===== config.mk =====
export PLATFORM = sky130hd
export DESIGN_NAME = rx_peak_search
export DESIGN_NICKNAME = d
export VERILOG_FILES = /design/src/rtl/rx_peak_search.sv
export SDC_FILE = /design/constraint.sdc
export NUM_CORES = 1
export LEC_CHECK = 0
export ABC_AREA = 1
export BUFFER_PORTS_ARGS = -buffer_cell sky130_fd_sc_hd__buf_4
export CORE_UTILIZATION = 45
export DETAILED_ROUTE_END_ITERATION = 7
export PLACE_DENSITY = 0.61
export SLEW_MARGIN = 20
export SYNTH_ARGS = -nofsm -noshare
export SYNTH_HDL_FRONTEND = slang
export SYNTH_SLANG_ARGS = --single-unit
export TNS_END_PERCENT = 30

===== constraint.sdc =====
create_clock -name crx_clk -period 8 [get_ports crx_clk]
set_input_delay 2 -clock crx_clk [delete_from_list [all_inputs] [get_ports crx_clk]]
set_output_delay 2 -clock crx_clk [all_outputs]
set_load 0.03 [all_outputs]

===== src/rtl/rx_peak_search.sv =====
// Windowed multi-channel correlation peak search with valid/ready result handoff.
// Optional feature macro: RX_PEAK_DROP_COUNT_EN adds o_drop_count (ignored crossings).
module rx_peak_search #(
    parameter int NCH = 16,
    parameter int DW  = 16,
    parameter int TW  = 33,
    parameter int WIN = 16368,
    parameter int SW  = $clog2(NCH)
) (
    input  logic              crx_clk,
    input  logic              rrx_rst,
    input  logic              erx_en,
    input  logic [TW-1:0]     icurrent_time,
    input  logic [DW-1:0]     ithreshold,
    input  logic [DW-1:0]     isample_filtered,
    input  logic              inew_sample_trigger,
    input  logic [NCH*DW-1:0] isample_correlation,
    input  logic              i_peak_ready,
    output logic [DW-1:0]     o_peak_value,
    output logic [SW-1:0]     o_peak_seq,
    output logic [TW-1:0]     o_peak_time,
    output logic              o_peak_valid,
`ifdef RX_PEAK_DROP_COUNT_EN
    output logic [7:0]        o_drop_count,
`endif
    output logic              o_busy
);

    localparam int CW = $clog2(WIN);
    localparam int IW = $clog2(NCH + 1);

    typedef enum logic [1:0] {
        S_IDLE,
        S_ACQ,
        S_SCAN,
        S_DONE
    } state_t;

    state_t state;
    state_t state_nxt;

    logic                 crossing;
    logic                 arm;
    logic                 track;
    logic                 win_last;
    logic                 scan_last;
    logic [CW-1:0]        smp_cnt;
    logic [IW-1:0]        scan_idx;
    logic [SW-1:0]        scan_sel;

    logic signed [DW-1:0] corr     [NCH];
    logic signed [DW-1:0] max_val  [NCH];
    logic [TW-1:0]        max_time [NCH];

    logic signed [DW-1:0] best_val;
    logic [SW-1:0]        best_seq;
    logic [TW-1:0]        best_time;

    for (genvar c = 0; c < NCH; c++) begin : g_unpack
        assign corr[c] = $signed(isample_correlation[c*DW +: DW]);
    end

    assign crossing  = inew_sample_trigger &&
                       ($signed(isample_filtered) > $signed(ithreshold));
    assign win_last  = (smp_cnt == CW'(WIN - 1));
    assign scan_last = (scan_idx == IW'(NCH));
    assign scan_sel  = scan_idx[SW-1:0];

    always_ff @(posedge crx_clk or posedge rrx_rst) begin
        if (rrx_rst) begin
            state <= S_IDLE;
        end else begin
            state <= state_nxt;
        end
    end

    always_comb begin
        // NOTE: every signal gets a default before the case so no path leaves it unassigned (no latch).
        state_nxt = state;
        arm       = 1'b0;
        track     = 1'b0;
        case (state)
            S_IDLE: begin
                if (crossing) begin
                    state_nxt = S_ACQ;
                    arm       = 1'b1;
                end
            end
            S_ACQ: begin
                if (inew_sample_trigger) begin
                    track = 1'b1;
                    if (win_last) begin
                        state_nxt = S_SCAN;
                    end
                end
            end
            S_SCAN: begin
                if (scan_last) begin
                    state_nxt = S_DONE;
                end
            end
            S_DONE: begin
                if (i_peak_ready) begin
                    state_nxt = S_IDLE;
                end
            end
            default: state_nxt = S_IDLE;
        endcase
        if (!erx_en) begin
            state_nxt = S_IDLE;
            arm       = 1'b0;
            track     = 1'b0;
        end
    end

    // The arming sample loads every channel, so maxima never start from 0.
    // NOTE: these per-channel registers carry no reset; they are always written on arming before being read.
    always_ff @(posedge crx_clk) begin
        for (int c = 0; c < NCH; c++) begin
            if (arm || (track && (corr[c] > max_val[c]))) begin
                max_val[c]  <= corr[c];
                max_time[c] <= icurrent_time;
            end
        end
    end

    // The scan walks indices 0..NCH-1, then spends one more cycle committing the winner.
    always_ff @(posedge crx_clk or posedge rrx_rst) begin
        if (rrx_rst) begin
            smp_cnt      <= '0;
            scan_idx     <= '0;
            best_val     <= '0;
            best_seq     <= '0;
            best_time    <= '0;
            o_peak_value <= '0;
            o_peak_seq   <= '0;
            o_peak_time  <= '0;
        end else if (!erx_en) begin
            smp_cnt      <= '0;
            scan_idx     <= '0;
            best_val     <= '0;
            best_seq     <= '0;
            best_time    <= '0;
            o_peak_value <= '0;
            o_peak_seq   <= '0;
            o_peak_time  <= '0;
        end else begin
            if (arm) begin
                smp_cnt <= CW'(1);
            end else if (track) begin
                smp_cnt <= win_last ? '0 : smp_cnt + CW'(1);
            end

            if (state == S_SCAN) begin
                if (scan_last) begin
                    scan_idx     <= '0;
                    o_peak_value <= best_val;
                    o_peak_seq   <= best_seq;
                    o_peak_time  <= best_time;
                end else begin
                    scan_idx <= scan_idx + IW'(1);
                    if ((scan_idx == '0) || (max_val[scan_sel] > best_val)) begin
                        best_val  <= max_val[scan_sel];
                        best_seq  <= scan_sel;
                        best_time <= max_time[scan_sel];
                    end
                end
            end
        end
    end

    assign o_peak_valid = (state == S_DONE);
    assign o_busy       = (state != S_IDLE);

`ifdef RX_PEAK_DROP_COUNT_EN
    always_ff @(posedge crx_clk or posedge rrx_rst) begin
        if (rrx_rst) begin
            o_drop_count <= '0;
        end else if (!erx_en) begin
            o_drop_count <= '0;
        end else if (crossing && ((state == S_SCAN) || (state == S_DONE)) &&
                     (o_drop_count != 8'hFF)) begin
            o_drop_count <= o_drop_count + 8'd1;
        end
    end
`endif

endmodule


==> impl_metrics.csv, run 1 <==
group,metric,value,unit
clock_tree,post-cts-setup-buffer-count,0,
synth,ys.flop_type,"edfxtp_1",
synth,synth-seq-area-share,61.6,%
power,powerDensity,273,nW/um^2
global_routing,grt_usage,25.8,%
timing,skew,0.0224,ns
critical_path,crit_arrival,5.40,ns
global_routing,grt.overflow.total,0,
layout,stdcell_area,50400,sq um
timing,tightest_slew,1.06,ns
layout,syn2layout_area_growth,16.1,%
layout,nets,4917,
routing,route.antenna.remaining_nets,0,
clock_tree,cts_buffer_depth,3,
timing,slew-limit-headroom,28.9,%
timing,period_needed,5.05,ns
global_routing,antenna_found_initial,22,
routing,m1WireLength,58100,um
clock_tree,cts_tree,"done",
routing,routedWlPerCell,22.5,um
die,die_h,312,um
synth,synth_edf_count,784,
timing,clock.fmax,0.198,GHz
layout,drive_gt1_share,13.7,%
routing,wl,127000,um
placement,dp_slack,2.25,ns
die,placementRows,113,
clock_tree,clock_latency,0.66,ns
routing,first_pass_iters,6,
critical_path,crit_top_cell,"buf_4",
power,p_sw,4.40,mW
power,power_frac_clock,31.9,%
power,p_leak,21.1,nW
routing,routed.top_layer,"met5",
run_status,status,"complete, no violations",
run,maxCapViolations,0,
power,max-vdd-ir-drop,0.000168,V
synth,syn-instance-count,3970,
critical_path,path_class,"in2reg",
placement,port_buffers,380,
die,die_area,97600,sq um
routing,remaining_drc_errors,0,
synth,yosysWarningCount,0,
timing,fin_crit_sh,63.2,%
global_routing,grt_pass1_wl,189000,um
die,core,95300,sq um
routing,met2_length,55300,um
synth,syn_area_per_cell,10.9,sq um
timing,hold_viol_final,0,
critical_path,start_kind,"input port",
synth,syn_area,43400,sq um
synth,async_flop_share,13.9,%
clock_tree,path_clk_slew,0.06,ns
critical_path,cp.required,8.35,ns
timing,fin_ws,2.95,ns
synth,ys_ff_latch,911,
critical_path,crit_chain,"buf_4, ha_1, nand2_1, nor2_1, nand3_1, a21oi_2, o21ai_0, nand2_1, nand3_2, buf_4, nand2_2, buf_4",
die,initial_core_util,45.5,%
power,p_int,9.36,mW
global_routing,grt_max_degree,122,
timing,tns,0,ns
power,p_comb_share,23.6,%
placement,dp_cells,5462,
timing,setup_viol,0,
routing,vias,30897,
synth,synth.distinct_cells,44,
clock_tree,cts-root-buf,"clkbuf_16",
clock_tree,cts_sinks,911,
placement,hpwl,87600,um
timing,fin_hold_ws,0.483,ns
synth,syn-num-nets,4591,
clock_tree,post_cts_resized,0,
clock_tree,cts-buffers-inserted,97,
critical_path,endpoint_kind,"flop",
die,io_pins,381,
timing,rsz0062_at_grt,"false",
critical_path,crit_fanout,30,
routing,dr_wl_met3,10600,um
timing,slew_violations,0,
power,p_sw_share,32.0,%
layout,nFillCells,8472,
routing,drtIter0Drc,3228,
clock_tree,ctsHtreeMaxLevel,3,
clock_tree,hold_buffers,0,
routing,drt-vias-per-instance,5.46,
placement,globalplace.congestion,0.934,
power,power_frac_seq,44.6,%
critical_path,critPathSlowestCell,"nand2_2",
hold_path,hp-class,"reg2reg",
layout,instances_no_fill,5655,
critical_path,cpPeakStageDelay,0.73,ns
global_routing,grt_pass1_vias,29512,
placement,placed_cell_area,47300,sq um
die,die_w,312,um
==> synth_stat cells, types with 8 or more instances <==
| cell type | n | area share, % |
|---|---|---|
| buf_4 | 24 | 0.42 |
| buf_2 | 71 | 0.82 |
| a211oi_1 | 9 | 0.16 |
| dfrtp_1 | 127 | 7.3 |
| o221ai_1 | 124 | 2.5 |
| buf_6 | 16 | 0.42 |
| o22ai_1 | 15 | 0.22 |
| inv_1 | 404 | 3.5 |
| ha_1 | 295 | 8.5 |
| nand4_1 | 25 | 0.36 |
| o211ai_1 | 13 | 0.23 |
| a21oi_1 | 245 | 2.8 |
| nand2_1 | 832 | 7.2 |
| nor2_1 | 115 | 1.0 |
| nand3_1 | 446 | 5.1 |
| o21ai_0 | 201 | 2.3 |
| clkbuf_1 | 63 | 0.55 |
| a31oi_1 | 13 | 0.19 |
| nor3_1 | 8 | 0.092 |
| edfxtp_1 | 784 | 54 |
| buf_1 | 20 | 0.17 |
| o21ai_1 | 51 | 0.59 |
| o31ai_1 | 15 | 0.26 |
==> power by group through the flow <==
stage / clock [mW] / sequential, mW / combinational [mW]
after floorplan: 0 / 6.27 / 2.00
after global placement: 0 / 6.21 / 3.18
after detailed placement: 0 / 6.23 / 3.22
after CTS: 4.45 / 6.13 / 3.23
after global routing: 4.63 / 6.19 / 3.60
final: 4.38 / 6.13 / 3.24
==> cell families after synthesis <==
family,after synthesis,synth area share [%]
buffers and inverters,603,5.91
AND/OR/NAND/NOR,1450,14.2
AO/OA/AOI/OAI,707,9.69
adder cells (fa/ha/maj),295,8.51
XOR/XNOR,4,0.0808
flip-flops,911,61.6
==> path summary, 6_finish.rpt <==
| kind | start | to | slack (ns) | depth (start not counted) |
|---|---|---|---|---|
| min reg2reg | o_peak_time[14]$_DFFE_PP0P_ | o_peak_time[14]$_DFFE_PP0P_ | 0.48 | 2 |
| min | o_peak_time[14]$_DFFE_PP0P_ | o_peak_time[14]$_DFFE_PP0P_ | 0.48 | 2 |
| min in group asynchronous | rrx_rst | o_peak_time[18]$_DFFE_PP0P_ | 1.46 | 2 |
| max | isample_filtered[15] | max_time[15][27]$_DFFE_PP_ | 2.95 | 12 |
| max reg2reg | scan_idx[0]$_DFFE_PP0P_ | best_time[26]$_DFFE_PP0P_ | 3.21 | 17 |
| max in group asynchronous | rrx_rst | scan_idx[2]$_DFFE_PP0P_ | 5.28 | 3 |
==> routing by layer <==
metal | up-vias | global-route usage [%]
li1 | 14800 | -
met1 | 14811 | 38.3
met2 | 1115 | 37.6
met3 | 167 | 5.32
met4 | 4 | 8.17
met5 | - | 0
==> sequential cells by signal (all words and copies together), names as in the netlist <==
signal / flops
max_time: 528
max_val: 256
best_time: 33
o_peak_time: 33
best_val: 16
o_peak_value: 16
smp_cnt: 14
scan_idx: 5
best_seq: 4
o_peak_seq: 4
state: 2
==> cells in the final DEF, fill, tap and decap left out, types with 114 or more instances in the layout <==
cell,n
nor2_1,114
inv_1,402
nand3_1,446
nand2_1,821
dfrtp_1,123
a21oi_1,245
o221ai_1,124
buf_4,421
edfxtp_1,784
ha_1,295
o21ai_0,195
==> through the flow <==
stage,power [mW],util [%]
final,13.8,52.8
after global routing,14.4,52.8
after CTS,13.8,52.8
after detailed placement,9.45,49.6
after global placement,9.39,49.6
after floorplan,8.28,-
==> area by class of cell <==
class | count | area, sq um | area share (%)
Antenna cell | 17 | 42.5 | 0.0845
Clock buffer | 126 | 2610 | 5.18
Clock inverter | 50 | 443 | 0.880
Inverter | 409 | 1550 | 3.09
Multi-Input combinational cell | 2456 | 14200 | 28.3
Sequential cell | 911 | 26700 | 53.1
Tap cell | 1265 | 1580 | 3.14
Timing Repair Buffer | 421 | 3160 | 6.28
==> worst max-delay path: cells and delay by family <==
family | cells | cell delay [ns]
simple gates | 6 | 1.79
buf+inv | 3 | 0.90
fa+ha+maj | 1 | 0.36
compound gates | 2 | 0.27
No activity file was read; power rests on OpenSTA's default activity.
==> run 2, diff against run 1 <==
==> constraint.sdc (replaced) <==
create_clock -name crx_clk -period 5.2 [get_ports crx_clk]
set_input_delay 1.3 -clock crx_clk [delete_from_list [all_inputs] [get_ports crx_clk]]
set_output_delay 1.3 -clock crx_clk [all_outputs]
set_load 0.03 [all_outputs]
==> impl_metrics.csv, run 2 (synthesis gave the netlist of run 1 again) <==
group,metric,value,unit
global_routing,grt_usage,26.4,%
die,core,95300,sq um
critical_path,crit_chain,"inv_8, a21oi_1, o21ai_1, nand3_1, nand3_1, nand2_1, ha_1, a21oi_1, a21oi_1, nor2_1, nand2_1, nand2_1, nand3_1, nand2_2, buf_4, nand3_1, nand2_1, inv_1",
critical_path,path_buf_inv,3,
hold_path,hp-start,"o_peak_value[1]$_DFFE_PP0P_",
power,p_leak,21.3,nW
timing,fin_crit_sh,79.1,%
die,die_h,312,um
global_routing,grt_max_degree,131,
placement,placed_cell_area,47600,sq um
critical_path,crit_fanout,130,
placement,hpwl,90200,um
global_routing,grt_pass1_vias,30109,
clock_tree,post-cts-setup-buffer-count,0,
die,placementRows,113,
layout,reg.largest.list,"max_time (528), max_val (256)",
layout,regArea,26700,sq um
routing,wl,130000,um
timing,clock.fmax,0.243,GHz
layout,mostFrequentLayoutCells,"nand2_1 (821), edfxtp_1 (784), nand3_1 (446)",
routing,drt-vias-per-instance,5.58,
timing,tns,0,ns
hold_path,hold_depth,2,
clock_tree,clock_latency,0.68,ns
timing,period_needed,4.11,ns
placement,port_buffers,380,
clock_tree,cts_buffer_depth,3,
critical_path,cp.required,5.76,ns
critical_path,critPathSlowestCell,"dfrtp_4",
timing,hold_viol_final,0,
critical_path,start_kind,"flop",
placement,dp_slack,1.19,ns
layout,multi_input_area,14200,sq um
run_status,status,"complete, no violations",
routing,route.antenna.remaining_nets,0,
layout,instances_no_fill,5668,
hold_path,hp-class,"reg2reg",
routing,remaining_drc_errors,0,
critical_path,path_class,"reg2reg",
clock_tree,path_clk_slew,0.06,ns
clock_tree,cts-buffers-inserted,97,
global_routing,grt.overflow.total,0,
clock_tree,hold_buffers,0,
clock_tree,cts_sinks,911,
timing,fin_hold_ws,0.482,ns
placement,dp_cells,5473,
global_routing,antenna_found_initial,21,
layout,drive_gt1_share,13.9,%
layout,largest_reg_flops,528,
global_routing,grt_pass1_wl,192000,um
critical_path,cpPeakStageDelay,0.70,ns
timing,setup_viol,0,
critical_path,crit_arrival,4.67,ns
layout,final_common_cell,"nand2_1",
power,power_frac_seq,43.6,%
power,finalPower,21.6,mW
layout,nFillCells,8359,
die,io_pins,381,
clock_tree,cts_tree,"done",
die,die_w,312,um
clock_tree,post_cts_resized,0,
layout,syn2layout_area_growth,17.3,%
die,die_area,97600,sq um
critical_path,rrSetupSlack,1.09,ns
timing,tightest_slew,0.986,ns
power,power_frac_clock,32.6,%
layout,nets,4928,
power,p_sw,6.84,mW
critical_path,cp_top_family,"buffers and inverters",
routing,routedWlPerCell,22.9,um
run,maxCapViolations,0,
power,p_sw_share,31.6,%
layout,top_register,"max_time",
critical_path,reg2reg_to,"best_time[17]$_DFFE_PP0P_",
power,p_comb_share,23.8,%
critical_path,endpoint_kind,"flop",
clock_tree,ctsHtreeMaxLevel,3,
routing,drtIter0Drc,3112,
timing,fin_ws,1.09,ns
power,p_int,14.8,mW
critical_path,r2r-start,"scan_idx[0]$_DFFE_PP0P_",
layout,stdcell_area,50900,sq um
die,initial_core_util,45.5,%
layout,fin_util,53.4,%
power,powerDensity,425,nW/um^2
critical_path,r2r_cells,18,
routing,vias,31614,
timing,slew_violations,0,
timing,slew-limit-headroom,34.1,%
timing,rsz0062_at_grt,"false",
timing,skew,0.0252,ns
routing,first_pass_iters,6,
clock_tree,cts-root-buf,"clkbuf_16",
hold_path,holdPathEnd,"o_peak_value[1]$_DFFE_PP0P_",
power,max-vdd-ir-drop,0.000272,V
placement,globalplace.congestion,0.942,
-- run 2: layer usage --
layer	vias up	track usage (%)	share of wire, %
met2	1278	38.4	44
met3	191	6.54	9.5
li1	14850	-	-
met1	15287	38.4	44
met5	-	0	0.035
met4	8	8.90	2.7
-- run 2: tightest hold or removal path, cell delays in order (launching register included) --
cell and delay [ns]:
dfrtp_1 0.34, nand2_1 0.06, o31ai_1 0.05
-- run 2: worst max path at each step --
stage               cells after the start  slack [ns]                     start                        end
floorplan                              11       -0.95  isample_correlation[193]  max_time[12][0]$_DFFE_PP_
global placement                       13        1.21      isample_filtered[15]  max_time[6][26]$_DFFE_PP_
CTS                                    21        1.21   scan_idx[0]$_DFFE_PP0P_  best_time[21]$_DFFE_PP0P_
detailed placement                     14        1.19      isample_filtered[15]  max_time[6][19]$_DFFE_PP_
finish                                 18        1.09   scan_idx[0]$_DFFE_PP0P_  best_time[17]$_DFFE_PP0P_
global route                           20        0.81   scan_idx[0]$_DFFE_PP0P_    best_seq[0]$_DFFE_PP0P_
-- run 2: final cells by class --
cell class              count  area share, %
diodes                     16         0.0787
clock buffers             121           5.07
clock inverters            58           1.23
inverters                 409           3.05
multi-input cells        2456           28.0
flip-flops and latches    911           52.5
well taps                1265           3.11
repair buffers            432           6.94
-- run 2: power groups by stage --
stage                     Combinational, mW  Clock (mW)  Sequential [mW]
after global placement                 5.04           0             9.53
after detailed placement               5.11           0             9.56
final                                  5.15        7.04             9.42
after CTS                              5.14        7.15             9.42
after floorplan                        3.08           0             9.64
after global routing                   5.69        7.41             9.50
